### src/rtl/ahb_arb_pkg.sv
// ---------------------------------------------------------------------------
// ahb_arb_pkg
//   Shared types and helpers for the parametrised AHB arbiter.
//   - htrans_e / hresp_e : AHB transfer-type and response encodings
//   - MAX_MASTERS        : upper bound on N_MASTERS
//   - onehot2idx         : one-hot vector (up to MAX_MASTERS) -> index
//   - idx2onehot         : index -> one-hot vector (MAX_MASTERS wide)
// ---------------------------------------------------------------------------
package ahb_arb_pkg;

  localparam int MAX_MASTERS = 16;

  typedef enum logic [1:0] {
    HTRANS_IDLE   = 2'd0,
    HTRANS_BUSY   = 2'd1,
    HTRANS_NONSEQ = 2'd2,
    HTRANS_SEQ    = 2'd3
  } htrans_e;

  typedef enum logic [1:0] {
    HRESP_OKAY  = 2'd0,
    HRESP_ERROR = 2'd1,
    HRESP_RETRY = 2'd2,
    HRESP_SPLIT = 2'd3
  } hresp_e;

  // Index of the set bit; callers guarantee the vector is one-hot.
  function automatic int onehot2idx(input logic [MAX_MASTERS-1:0] oh);
    int r;
    r = 0;
    for (int i = 0; i < MAX_MASTERS; i++) begin
      if (oh[i]) r = i;
    end
    return r;
  endfunction

  function automatic logic [MAX_MASTERS-1:0] idx2onehot(input int idx);
    logic [MAX_MASTERS-1:0] r;
    for (int i = 0; i < MAX_MASTERS; i++) begin
      r[i] = (i == idx);
    end
    return r;
  endfunction

endpackage

### src/rtl/ahb_rr_picker.sv
// ---------------------------------------------------------------------------
// ahb_rr_picker
//   Combinational request picker shared by both arbitration policies.
//   RR_MODE=0: lowest set index of req wins; ptr is ignored.
//   RR_MODE=1: first set index scanning ptr+1, ptr+2, ... with wrap; ptr
//              itself is scanned last.
//   Ports:
//     req   in  N_MASTERS  eligible requests
//     ptr   in  log2(N)    round-robin pointer (last serviced master)
//     pick  out N_MASTERS  one-hot winner (zero when valid=0)
//     valid out 1          at least one request present
// ---------------------------------------------------------------------------
module ahb_rr_picker #(
  parameter int N_MASTERS = 16,
  parameter int RR_MODE   = 1
) (
  input  logic [N_MASTERS-1:0]         req,
  input  logic [$clog2(N_MASTERS)-1:0] ptr,
  output logic [N_MASTERS-1:0]         pick,
  output logic                         valid
);

  // NOTE: every output of a combinational block gets a default before any
  // conditional assignment; otherwise synthesis infers a latch.
  always_comb begin
    pick  = '0;
    valid = 1'b0;
    // First pass: indices above ptr (round robin) or all indices (fixed).
    for (int i = 0; i < N_MASTERS; i++) begin
      if (!valid && req[i] && (RR_MODE == 0 || i > int'(ptr))) begin
        pick[i] = 1'b1;
        valid   = 1'b1;
      end
    end
    // Second pass wraps around to 0..ptr.
    if (RR_MODE != 0) begin
      for (int i = 0; i < N_MASTERS; i++) begin
        if (!valid && req[i] && i <= int'(ptr)) begin
          pick[i] = 1'b1;
          valid   = 1'b1;
        end
      end
    end
  end

endmodule

### src/rtl/ahb_arbiter_param.sv
// ---------------------------------------------------------------------------
// ahb_arbiter_param
//   N-master AHB-Lite arbiter: fixed-priority or round-robin policy,
//   locked-transfer hold, SPLIT masking/unmasking and a default master.
//   Ports:
//     HCLK       in  1          bus clock
//     HRESET     in  1          synchronous active-high reset
//     HBUSREQx   in  N_MASTERS  per-master bus request
//     HLOCKx     in  N_MASTERS  per-master locked-transfer request
//     HSPLITx    in  N_MASTERS  split release, bit i unmasks master i
//     HREADY     in  1          current transfer completing
//     HRESP      in  2          slave response
//     HGRANTx    out N_MASTERS  one-hot grant (registered)
//     HMASTER    out MW         address-phase owner (registered)
//     HMASTLOCK  out 1          address phase is locked (registered)
// ---------------------------------------------------------------------------
module ahb_arbiter_param
  import ahb_arb_pkg::*;
#(
  parameter int N_MASTERS      = 16,
  parameter int MW             = $clog2(N_MASTERS),
  parameter int RR_MODE        = 1,
  parameter int DEFAULT_MASTER = 0
) (
  input  logic                 HCLK,
  input  logic                 HRESET,
  input  logic [N_MASTERS-1:0] HBUSREQx,
  input  logic [N_MASTERS-1:0] HLOCKx,
  input  logic [N_MASTERS-1:0] HSPLITx,
  input  logic                 HREADY,
  input  logic [1:0]           HRESP,
  output logic [N_MASTERS-1:0] HGRANTx,
  output logic [MW-1:0]        HMASTER,
  output logic                 HMASTLOCK
);

  localparam logic [N_MASTERS-1:0] DEFAULT_OH = N_MASTERS'(idx2onehot(DEFAULT_MASTER));

  logic [N_MASTERS-1:0] split_mask;
  logic [N_MASTERS-1:0] split_set;
  logic [N_MASTERS-1:0] eff_mask;
  logic [N_MASTERS-1:0] elig;
  logic [N_MASTERS-1:0] master_oh;
  logic [N_MASTERS-1:0] pick;
  logic [N_MASTERS-1:0] next_grant;
  logic [MW-1:0]        rr_ptr;
  logic [MW-1:0]        grant_idx;
  logic [MW-1:0]        arb_ptr;
  logic                 granted_by_req;
  logic                 next_by_req;
  logic                 split_hit;
  logic                 lock_hold;
  logic                 force_off;
  logic                 grant_update;
  logic                 pick_valid;

  always_comb begin
    grant_idx = MW'(onehot2idx(MAX_MASTERS'(HGRANTx)));
    master_oh = N_MASTERS'(idx2onehot(int'(HMASTER)));

    // First cycle of a SPLIT response masks the current owner this edge.
    split_hit = (HRESP == HRESP_SPLIT) && !HREADY;
    split_set = split_hit ? master_oh : '0;
    eff_mask  = split_mask | split_set;
    elig      = HBUSREQx & ~eff_mask;

    // A master granted through a request is the one being serviced now, so
    // the scan starts after it straight away rather than after the pointer
    // that only catches up at the handover; this keeps grants from repeating.
    arb_ptr = granted_by_req ? grant_idx : rr_ptr;

    lock_hold    = HMASTLOCK && |(HLOCKx & master_oh) && !(|(eff_mask & master_oh));
    force_off    = split_hit && |(HGRANTx & master_oh);
    grant_update = HREADY || force_off;
  end

  ahb_rr_picker #(
    .N_MASTERS (N_MASTERS),
    .RR_MODE   (RR_MODE)
  ) u_picker (
    .req   (elig),
    .ptr   (arb_ptr),
    .pick  (pick),
    .valid (pick_valid)
  );

  always_comb begin
    next_grant  = HGRANTx;
    next_by_req = granted_by_req;
    if (!lock_hold) begin
      if (pick_valid) begin
        next_grant  = pick;
        next_by_req = 1'b1;
      end else begin
        // Default master is granted even when split-masked.
        next_grant  = DEFAULT_OH;
        next_by_req = 1'b0;
      end
    end
  end

  // NOTE: sequential state uses non-blocking assignments so every register
  // samples the pre-edge values, independent of statement order.
  always_ff @(posedge HCLK) begin
    if (HRESET) begin
      HGRANTx        <= DEFAULT_OH;
      HMASTER        <= MW'(DEFAULT_MASTER);
      HMASTLOCK      <= 1'b0;
      split_mask     <= '0;
      rr_ptr         <= MW'(DEFAULT_MASTER);
      granted_by_req <= 1'b0;
    end else begin
      // Clear after set: a simultaneous release wins over a new SPLIT.
      split_mask <= (split_mask | split_set) & ~HSPLITx;
      if (grant_update) begin
        HGRANTx        <= next_grant;
        granted_by_req <= next_by_req;
      end
      if (HREADY) begin
        HMASTER   <= grant_idx;
        HMASTLOCK <= |(HLOCKx & HGRANTx);
        if (granted_by_req) rr_ptr <= grant_idx;
      end
    end
  end

endmodule
### config.mk
export PLATFORM = sky130hd
export DESIGN_NAME = ahb_arbiter_param
export DESIGN_NICKNAME = d
export VERILOG_FILES = /design/src/rtl/ahb_arb_pkg.sv /design/src/rtl/ahb_rr_picker.sv /design/src/rtl/ahb_arbiter_param.sv
export SDC_FILE = /design/constraint.sdc
export NUM_CORES = 1
export LEC_CHECK = 0
export CAP_MARGIN = 20
export CORE_UTILIZATION = 35
export DETAILED_ROUTE_END_ITERATION = 16
export MAX_ROUTING_LAYER = met4
export SETUP_SLACK_MARGIN = 0.02
export SYNTH_ARGS = -nofsm -noshare
export SYNTH_HDL_FRONTEND = slang
export SYNTH_SLANG_ARGS = --single-unit
### constraint.sdc
create_clock -name HCLK -period 5.27 [get_ports HCLK]
set_input_delay 0.7905 -clock HCLK [delete_from_list [all_inputs] [get_ports HCLK]]
set_output_delay 0.7905 -clock HCLK [all_outputs]
set_load 0.02 [all_outputs]
==> summary.md <==
* finished, final reports clean — outcome
* 0.30 ns — worst skew pair latency
* 1.01 ns — pre-CTS setup slack
* 99.4 µm — Die H
* sky130_fd_sc_hd__dfxtp_1 (25%), sky130_fd_sc_hd__nor2_1 (4.5%), sky130_fd_sc_hd__nand2_1 (3.8%), sky130_fd_sc_hd__a31oi_1 (3.8%), sky130_fd_sc_hd__a32o_1 (3.6%) — main area contributors after synthesis
* 4.39 ns — data arrival time of the critical path
* 0.786 — final period utilization
* 3713 — number of global-route vias before repair
* 0 — number of max-cap violations
* 0 — count of flip-flops with a built-in enable after synthesis
* 0 — Post-synth ARST share
* 9870 µm² — die area
* 0 — synth warn
* 99.4 µm — Die X
* 31 — largest net degree at the start of global routing
* 5.52 ns — required time at the endpoint of the critical path
* 78 — count of distinct cell types in the synthesized netlist
* 4.14 ns — Final Critical Period
* 427 — count of mapped cells out of synthesis
* register to register — Min-Delay Path Class
* input port — startpoint kind of the worst setup timing path
* 73 — buffers added on ports
* 6 — Initial DRT Pass Iterations
* 0.0457 — global-route track usage on met3
* no — unrepaired setup endpoints after global routing
* 27.5% — Synth-to-Final Area Change
* 35 — standard-cell rows
* 9200 µm² — core region area
* 3979 — routed vias
* 10100 µm — half-perimeter wire length after placement
* 0.502 ns — worst hold slack
* 241 MHz — highest attainable clock frequency
* 0.361 — Initial Util
* 42 — total of flip-flops plus latches after synthesis
* 0.433 — met2 track demand over resource
* 0.0842 — fraction of final layout cells sized beyond drive strength 1
* built — clock tree from TritonCTS
* 0.000996 W — Pwr Total
* 0 — initial antenna violation count
* 0 — global-route congestion overflow total
* 480 — number of nets produced by synthesis
* 0.08 ns — CTS clock-pin slew for the worst setup and hold paths
* register — endpoint kind of the worst setup timing path
* 0.352 — met1 track utilization from global routing
* 0.420 — relative slew slack
* 20400 µm — first-pass GRT wire length
* 539 — # nets final
* 0 — number of buffers inserted by hold repair at cts
* 2 — CTS H-Tree Depth
* 7.77 µm² — average cell area after synthesis
* 0.275 — overall track demand over capacity in global routing
* 236 nW/µm² — Pwr per Cell Area
* 314 — first-iteration detailed-routing DRC count
* 0 — number of endpoints failing setup at the final stage
* 0 — post-detailed-route DRC marker count
* sky130_fd_sc_hd__clkbuf_8 — root buffer cell
* 0.857 ns — transition time of the tightest slew-check pin
* 0.000106 V — worst vdd ir
* 5 — Num CTS Buffers
* 1.04 — last weighted congestion value of the routability-driven placer
* 0 — number of failing hold endpoints at the final stage
* 0 — Setup Buffers After CTS
* 14 — crit-path max FO
* 13200 µm — Total Wirelength
* sky130_fd_sc_hd__dfxtp_1 — post-synthesis cell type with the largest combined area
* sky130_fd_sc_hd__dfxtp_1 — most used flip-flop cell after synthesis
* met2 — GRT busiest layer
* 3320 µm² — netlist area before placement
* 0 ns — setup TNS
* 0.00985 ns — clock skew
* 2 — largest buffer count on any clock path
* 6.65 — Vias per Instance
* 0 — post-CTS resize count
* 42 — number of sinks handled by clock tree synthesis
* 1.13 ns — Worst Slack Setup Final
* 74 — IO Pins
* 0 — diodes inserted
* 22.1 µm — wire per inst
* 0.253 — proportion of netlist area held by the largest area contributor
* 0 — antenna-violating nets left
* 0 — final slew viol count
* 0.253 — register area share after synthesis
* input port to register — kind of critical path
* 1.42 nW — leakage power figure
## report_power, final
part	internal [W]	switching [W]	total (W)
clock	0.000140	0.000124	0.000264
sequential	0.000329	0.0000245	0.000354
combinational	0.000153	0.000225	0.000378
## cell families (layout without fill, tap and decap cells)
family,Yosys count,count (layout),share of synthesized area
simple gates,153,153,0.238
mux,16,16,0.0505
buf+inv,44,104,0.0588
flops,42,42,0.253
compound gates,172,172,0.399
## registers in the layout (all words and copies together), names as in the netlist
signal / flops
split_mask: 16
rr_ptr: 4
HMASTER: 4
granted_by_req: 1
HMASTLOCK: 1
HGRANTx: 16
## critical path, stage by stage
cell,delay (ns)
sky130_fd_sc_hd__clkdlybuf4s50_1,0.49
sky130_fd_sc_hd__and3b_1,0.55
sky130_fd_sc_hd__a41oi_1,0.28
sky130_fd_sc_hd__and2_1,0.27
sky130_fd_sc_hd__o21ai_1,0.11
sky130_fd_sc_hd__nand4_1,0.22
sky130_fd_sc_hd__a21oi_1,0.64
sky130_fd_sc_hd__nand2_1,0.24
sky130_fd_sc_hd__a2111oi_0,0.65
sky130_fd_sc_hd__a21o_1,0.13
## cells in the mapped netlist (4+ instances only)
library cell               instances
sky130_fd_sc_hd__a211oi_1          6
sky130_fd_sc_hd__a21o_1            5
sky130_fd_sc_hd__a21oi_1          15
sky130_fd_sc_hd__a221oi_1          4
sky130_fd_sc_hd__a22o_1            4
sky130_fd_sc_hd__a22oi_1           7
sky130_fd_sc_hd__a311oi_1          4
sky130_fd_sc_hd__a31oi_1          20
sky130_fd_sc_hd__a32o_1           12
sky130_fd_sc_hd__a32oi_1           5
sky130_fd_sc_hd__and2_1            9
sky130_fd_sc_hd__buf_2             9
sky130_fd_sc_hd__clkbuf_1         19
sky130_fd_sc_hd__dfxtp_1          42
sky130_fd_sc_hd__inv_1            12
sky130_fd_sc_hd__mux2_2            6
sky130_fd_sc_hd__mux2i_1          10
sky130_fd_sc_hd__nand2_1          34
sky130_fd_sc_hd__nand2b_1          8
sky130_fd_sc_hd__nand3_1           5
sky130_fd_sc_hd__nand3b_1          5
sky130_fd_sc_hd__nand4_1           4
sky130_fd_sc_hd__nor2_1           40
sky130_fd_sc_hd__nor2b_1           6
sky130_fd_sc_hd__nor3_1           23
sky130_fd_sc_hd__o211ai_1          4
sky130_fd_sc_hd__o21ai_0          16
sky130_fd_sc_hd__o21ai_1           4
sky130_fd_sc_hd__o22ai_1          12
sky130_fd_sc_hd__o311ai_1          5
sky130_fd_sc_hd__o32ai_1           4
## layout make-up
type                    instances  area (µm²)
inverters                      12        45.0
clock inverters                 3        40.0
clock buffers                   5        68.8
well taps                     111         139
fillers                       895        4970
flip-flops and latches         42         841
repair buffers                 84         813
multi-input cells             341        2280
## routing by layer
layer  vias to the layer above  share of wire
met1                      1890           0.42
met4                         0          0.034
met2                       236           0.46
li1                       1818              -
met3                        35          0.087
met5                         -              0
## cells in the final DEF (no fill, tap or decap), drive strengths merged, types with 6 or more instances in the layout
cell type / instances
nand2b: 8
clkdlybuf4s50: 73
nand3b: 6
mux2i: 10
dfxtp: 42
o22ai: 12
and2: 9
a31oi: 20
a22oi: 7
mux2: 6
o21ai: 22
nor2: 40
nand2: 35
buf: 11
a32o: 12
nor2b: 6
a21oi: 17
inv: 12
o311ai: 6
nor3: 23
a211oi: 7
## metrics by stage
step | utilization | instance area (µm²) | cells
4_1_cts | 0.460 | 4230 | 598
2_1_floorplan | - | 3320 | 427
6_report | 0.460 | 4230 | 598
5_1_grt | 0.460 | 4230 | 598
3_3_place_gp | 0.448 | 4120 | 590
3_5_place_dp | 0.448 | 4120 | 590
## worst paths after layout
kind / to / slack, ns / start / cells past startpoint
setup / recovery: HGRANTx[14] / 1.13 / HREADY / 10
setup reg to reg: HGRANTx[14] / 1.31 / HMASTER[1] / 9
hold / removal: HMASTLOCK / 0.50 / HMASTLOCK / 2
hold reg to reg: HMASTLOCK / 0.50 / HMASTLOCK / 2
Power figures use the tool's default switching activity.
